--- src/rtl/dmem_arbiter.sv ---
// dmem_arbiter: shares one data-memory port between the host register path and
// the CPU MEM stage. One access is granted per cycle (combinationally), the host
// wins contention for at most HOST_BURST consecutive cycles, and a tag pipeline
// matching the RAM read latency steers read data back to whoever issued it.
module dmem_arbiter #(
    parameter int unsigned ADDR_W     = 8,
    parameter int unsigned DATA_W     = 64,
    parameter int unsigned WDATA_W    = 32,
    parameter int unsigned RD_LAT     = 1,
    parameter int unsigned HOST_BURST = 4
) (
    input  logic              clk,
    input  logic              rst_n,

    // Host (register / PCI) side
    input  logic              host_req,
    input  logic              host_we,
    input  logic [ADDR_W-1:0] host_addr,
    input  logic [WDATA_W-1:0] host_wdata,
    output logic              host_gnt,
    output logic              host_rvalid,
    output logic [DATA_W-1:0] host_rdata,

    // Pipeline MEM-stage side
    input  logic              pipe_req,
    input  logic              pipe_we,
    input  logic [ADDR_W-1:0] pipe_addr,
    input  logic [WDATA_W-1:0] pipe_wdata,
    output logic              pipe_stall,
    output logic              pipe_rvalid,
    output logic [DATA_W-1:0] pipe_rdata,

    // RAM side
    output logic [ADDR_W-1:0] ram_addr,
    output logic [DATA_W-1:0] ram_din,
    output logic              ram_we,
    input  logic [DATA_W-1:0] ram_dout
);

    localparam int unsigned CNT_W = $clog2(HOST_BURST + 1);
    localparam logic [CNT_W-1:0] BurstMax = CNT_W'(HOST_BURST);

    logic                host_win;
    logic                pipe_win;
    logic [CNT_W-1:0]    burst_cnt_q;
    logic [CNT_W-1:0]    burst_cnt_d;
    logic                rd_push;
    logic [WDATA_W-1:0]  win_wdata;

    // Tag pipeline: valid bit plus owner (1 = host, 0 = pipe) per RAM latency stage
    logic [RD_LAT-1:0]   tag_vld_q;
    logic [RD_LAT-1:0]   tag_vld_d;
    logic [RD_LAT-1:0]   tag_own_q;
    logic [RD_LAT-1:0]   tag_own_d;

    // Grant decision; nothing is granted while reset is asserted
    always_comb begin
        host_win = 1'b0;
        pipe_win = 1'b0;
        if (rst_n) begin
            if (host_req && !(pipe_req && (burst_cnt_q == BurstMax))) begin
                host_win = 1'b1;
            end else if (pipe_req) begin
                pipe_win = 1'b1;
            end
        end
    end

    // Burst counter: counts host grants the pipe had to wait for, saturating
    always_comb begin
        burst_cnt_d = burst_cnt_q;
        if (!pipe_req || pipe_win) begin
            burst_cnt_d = '0;
        end else if (host_win && (burst_cnt_q != BurstMax)) begin
            burst_cnt_d = burst_cnt_q + CNT_W'(1);
        end
    end

    // RAM drive from the winner; idle parks the address on the pipe address
    always_comb begin
        win_wdata = host_win ? host_wdata : pipe_wdata;
        ram_addr  = host_win ? host_addr : pipe_addr;
        ram_we    = host_win ? host_we : (pipe_win & pipe_we);
        ram_din   = DATA_W'(win_wdata);
        host_gnt  = host_win;
        pipe_stall = rst_n & pipe_req & ~pipe_win;
        rd_push   = (host_win & ~host_we) | (pipe_win & ~pipe_we);
    end

    // Tag shift: a granted read enters stage 0, the tail lines up with RAM data
    always_comb begin
        tag_vld_d    = '0;
        tag_own_d    = '0;
        tag_vld_d[0] = rd_push;
        tag_own_d[0] = rd_push & host_win;
        for (int i = 1; i < int'(RD_LAT); i++) begin
            tag_vld_d[i] = tag_vld_q[i-1];
            tag_own_d[i] = tag_own_q[i-1];
        end
    end

    // State registers; reset drops all in-flight reads
    always_ff @(posedge clk or negedge rst_n) begin
        if (!rst_n) begin
            burst_cnt_q <= '0;
            tag_vld_q   <= '0;
            tag_own_q   <= '0;
        end else begin
            burst_cnt_q <= burst_cnt_d;
            tag_vld_q   <= tag_vld_d;
            tag_own_q   <= tag_own_d;
        end
    end

    // Read return: both data ports see RAM output, rvalid selects the owner
    always_comb begin
        host_rvalid = tag_vld_q[RD_LAT-1] & tag_own_q[RD_LAT-1];
        pipe_rvalid = tag_vld_q[RD_LAT-1] & ~tag_own_q[RD_LAT-1];
        host_rdata  = ram_dout;
        pipe_rdata  = ram_dout;
    end

endmodule

--- config.mk ---
export PLATFORM = sky130hd
export DESIGN_NAME = dmem_arbiter
export DESIGN_NICKNAME = d
export VERILOG_FILES = /design/src/rtl/dmem_arbiter.sv
export SDC_FILE = /design/constraint.sdc
export NUM_CORES = 1
export LEC_CHECK = 0
export ABC_AREA = 0
export CORE_AREA = 4 4 137 139
export CTS_BUF_LIST = sky130_fd_sc_hd__clkbuf_8 sky130_fd_sc_hd__clkbuf_16
export CTS_CLUSTER_DIAMETER = 30
export CTS_CLUSTER_SIZE = 20
export DETAILED_ROUTE_END_ITERATION = 10
export DIE_AREA = 0 0 141 143
export PLACE_DENSITY_LB_ADDON = 0.3
export SLEW_MARGIN = 5
export SYNTH_ARGS = -nofsm -noshare
export SYNTH_HDL_FRONTEND = slang
export SYNTH_SLANG_ARGS = --single-unit
--- constraint.sdc ---
create_clock -name clk -period 2.3 [get_ports clk]
set_input_delay 0.69 -clock clk [delete_from_list [all_inputs] [get_ports clk]]
set_output_delay 0.69 -clock clk [all_outputs]
set_load 0.05 [all_outputs]
==> impl_results.md, run 1 <==
* Clock share of power at 0.215
* Final Non-Filler Cells at 491
* Starting density of the core at 0.125
* Cell Area, Placed at 0.00316 mm²
* WHS at 409 ps
* Share of cells above drive strength 1 at 0.466
* PortBufs at 130
* Cell variety after synth at 23
* Synth Warn # at 0
* Crit end category: output pin
* Status: finished with violations
* Worst-path clk slew at 30 ps
* H-tree depth at 1
* Fin. Hold Viols at 0
* WP data required at 1610 ps
* Clock Tree Root: clkbuf_16
* Drt initial violations at 56
* CTS Buf Count at 3
* Routed via count at 1361
* Num ports at 355
* Final Critical Period at 2590 ps
* Worst-skew pair later-pin latency at 230 ps
* Seq pwr share at 0.070
* Post-synthesis instance area at 0.00221 mm²
* Cell row count at 49
* Pwr Total at 1.33 mW
* NumNets Final at 415
* Vias per inst at 2.77
* Setup repair after global routing missed its margin: true
* Arr. time, crit path at 1900 ps
* Drt first pass iters at 4
* Die H at 143 µm
* Internal power at 0.794 mW
* Final clock period utilization by the worst path at 1.13
* Clk sinks at 5
* Switching share of total power at 0.401
* Hold Crit Class: in -> async
* Pwr/cell area at 385 mW/mm²
* CTS tree: done
* Kind of critical path: reg -> out
* Final core occ at 0.195
* Initial antenna violation count at 0
* Seq/Total Area, Yosys at 0.0567
* Drt drc at 0
* CP startpoint kind: register
* Dpl hpwl at 5410 µm
* Setup WS pre-CTS at -653 ps
* Largest net degree at the start of global routing at 11
* Inst Count DP at 476
* Max Freq at 0.386 GHz
* Failing checks: negative setup slack
* Setup_tns at -9840 ps
* Number of diodes at 0
* Setup Skew at 1.29 ps
* Final setup fails at 43
* Syn Area/Cell at 9.23 µm²
* Comb pwr share at 0.715
* P_leak at 1.48 nW
* Net Sw Power at 0.532 mW
* Vias in the first global route at 1477
* ANT nets after route at 0
* Critical path fanouts, max at 3
* Worst-case clock buffer depth at 2
* Die Wd at 141 µm
* Die Area at 0.0202 mm²
* Routed Wire Length at 6420 µm
* Gr ovfl total at 0
* Final worst slack at -289 ps
* Post-route cell area at 0.00344 mm²
* Routed wire length per instance at 13.1 µm
* First-pass GRT wire length at 8820 µm
* Maxcap violations at 0
* Synth Register Bits at 5
* Area Growth Syn to Fin at 55.9%
* Final Slew Violations at 0
* GRT Total Usage at 0.0571
* Worst IR Drop VDD at 0.000158 V
* Final GP Congestion at 0.693
* Core area at 0.0177 mm²
* Post-Syn Instances at 239
[logic make-up after synthesis]
group	count (synthesis)	synth area share
flops	5	0.0567
compound gates	7	0.0204
buf+inv	168	0.591
fa+ha+maj	2	0.0113
other cells	1	0.00170
simple gates	16	0.0499
mux	40	0.269
[repair_timing]
item | 4_1_cts | 5_1_grt
endpoints found under the hold margin | 0 | 0
pin swaps | 3 | 3
hold buffers | 0 | 0
buffers inserted | 7 | 1
resized for setup | 27 | 1
cloned | 3 | 1
setup endpoints to repair | 43 | 43
[worst paths after layout]
check                                       to           start  cells past startpoint  slack (ps)
worst max-delay path               ram_din[17]  burst_cnt_q[0]                      9        -290
worst min-delay path            burst_cnt_q[2]           rst_n                      2         410
worst max register to register  burst_cnt_q[0]  burst_cnt_q[0]                      6         830
worst min register to register  burst_cnt_q[0]  burst_cnt_q[0]                      3         600
max in group asynchronous       burst_cnt_q[0]           rst_n                      2        1760
min in group clk                burst_cnt_q[0]  burst_cnt_q[0]                      3         600
[worst max-delay path: stages (launching register included)]
cell and delay (ps):
dfrtp_1 380, inv_2 80, ha_4 160, nand3_4 60
and3_4 180, buf_12 130, buf_6 110, buf_6 120
mux2_4 310, buf_12 150
[cells in the mapped netlist (all sizes together)]
cell type	n	area [µm²]
and2	1	6.26
o21ai	1	5.00
nand3b	2	15.0
a21oi	2	10.0
mux2	40	593
nor2b	2	12.5
ha	2	25.0
nand2	2	7.51
conb	1	3.75
nand4b	1	8.76
inv	3	11.3
buf	165	1290
nand3	4	25.0
nor3b	1	7.51
dfrtp	5	125
and3	2	18.8
a21boi	4	30.0
or3b	1	8.76
[flip-flops by register name, summed over array words and instances, names as in the netlist]
name and flops:
tag_own_q 1, burst_cnt_q 3, tag_vld_q 1
[power by group through the flow]
stage	Combinational, mW	Clock (mW)	Sequential (mW)
finish	0.948	0.285	0.0931
global route	0.984	0.296	0.0934
CTS	0.958	0.290	0.0932
detailed placement	0.912	0	0.0940
global placement	0.909	0	0.0939
floorplan	1.12	0	0.0938
[area by class of cell]
| type | instances | area, µm² |
|---|---|---|
| repair buffers | 153 | 2010 |
| multi-input cells | 97 | 925 |
| well taps | 229 | 287 |
| flip-flops and latches | 5 | 125 |
| inverters | 3 | 11.3 |
| fillers | 1931 | 14200 |
| clock buffers | 3 | 75.1 |
| clock inverters | 1 | 3.75 |
[placed cells by master, fill, tap and decap left out]
cell             Yosys  final
inv_2                0      2
nor2b_1              2      2
nand3b_1             2      2
dfrtp_1              5      5
nand3_1              3      3
clkbuf_16            0      4
a21oi_2              0      1
dlygate4sd2_1        0      1
conb_1               1     32
nand4b_1             1      1
and3_2               1      1
buf_2                0      3
and3_4               1      1
buf_12               4     47
ha_1                 2      1
a21oi_1              2      1
nand3_4              0      1
inv_1                3      2
ha_4                 0      1
clkdlybuf4s50_1      0     81
buf_16               0      2
nand2_1              2      2
mux2_4              38     40
nor3b_1              1      1
and2_1               1      1
or3b_2               1      1
a21boi_0             4      4
buf_6                1      2
buf_8                0      2
o21ai_0              1      1
buf_4              160     14
[per-layer routing]
layer / wire, µm / track usage / vias to the layer above / share of wire
li1: - / - / 622 / -
met1: 2160 / 0.0612 / 600 / 0.34
met2: 3260 / 0.0945 / 126 / 0.51
met3: 915 / 0.0338 / 13 / 0.14
met4: 83 / 0.0189 / 0 / 0.013
met5: 0 / 0 / - / 0
No activity file was read; power rests on OpenSTA's default activity.
==> run 2, diff against run 1 <==
--- a/config.mk
+++ b/config.mk
@@ -12,6 +12,7 @@
 export CTS_CLUSTER_SIZE = 20
 export DETAILED_ROUTE_END_ITERATION = 10
 export DIE_AREA = 0 0 141 143
+export GPL_ROUTABILITY_DRIVEN = 0
 export PLACE_DENSITY_LB_ADDON = 0.3
 export SLEW_MARGIN = 5
 export SYNTH_ARGS = -nofsm -noshare
==> results of run 2 <==
Same layout as run 1: the final DEF is identical, and so are final timing and power.
==> run 3, diff against run 2 <==
--- a/config.mk
+++ b/config.mk
@@ -8,7 +8,7 @@
 export ABC_AREA = 0
 export CORE_AREA = 4 4 137 139
 export CTS_BUF_LIST = sky130_fd_sc_hd__clkbuf_8 sky130_fd_sc_hd__clkbuf_16
-export CTS_CLUSTER_DIAMETER = 30
+export CTS_CLUSTER_DIAMETER = 150
 export CTS_CLUSTER_SIZE = 20
 export DETAILED_ROUTE_END_ITERATION = 10
 export DIE_AREA = 0 0 141 143
==> results of run 3 <==
Same layout as run 1: the final DEF is identical, and so are final timing and power.
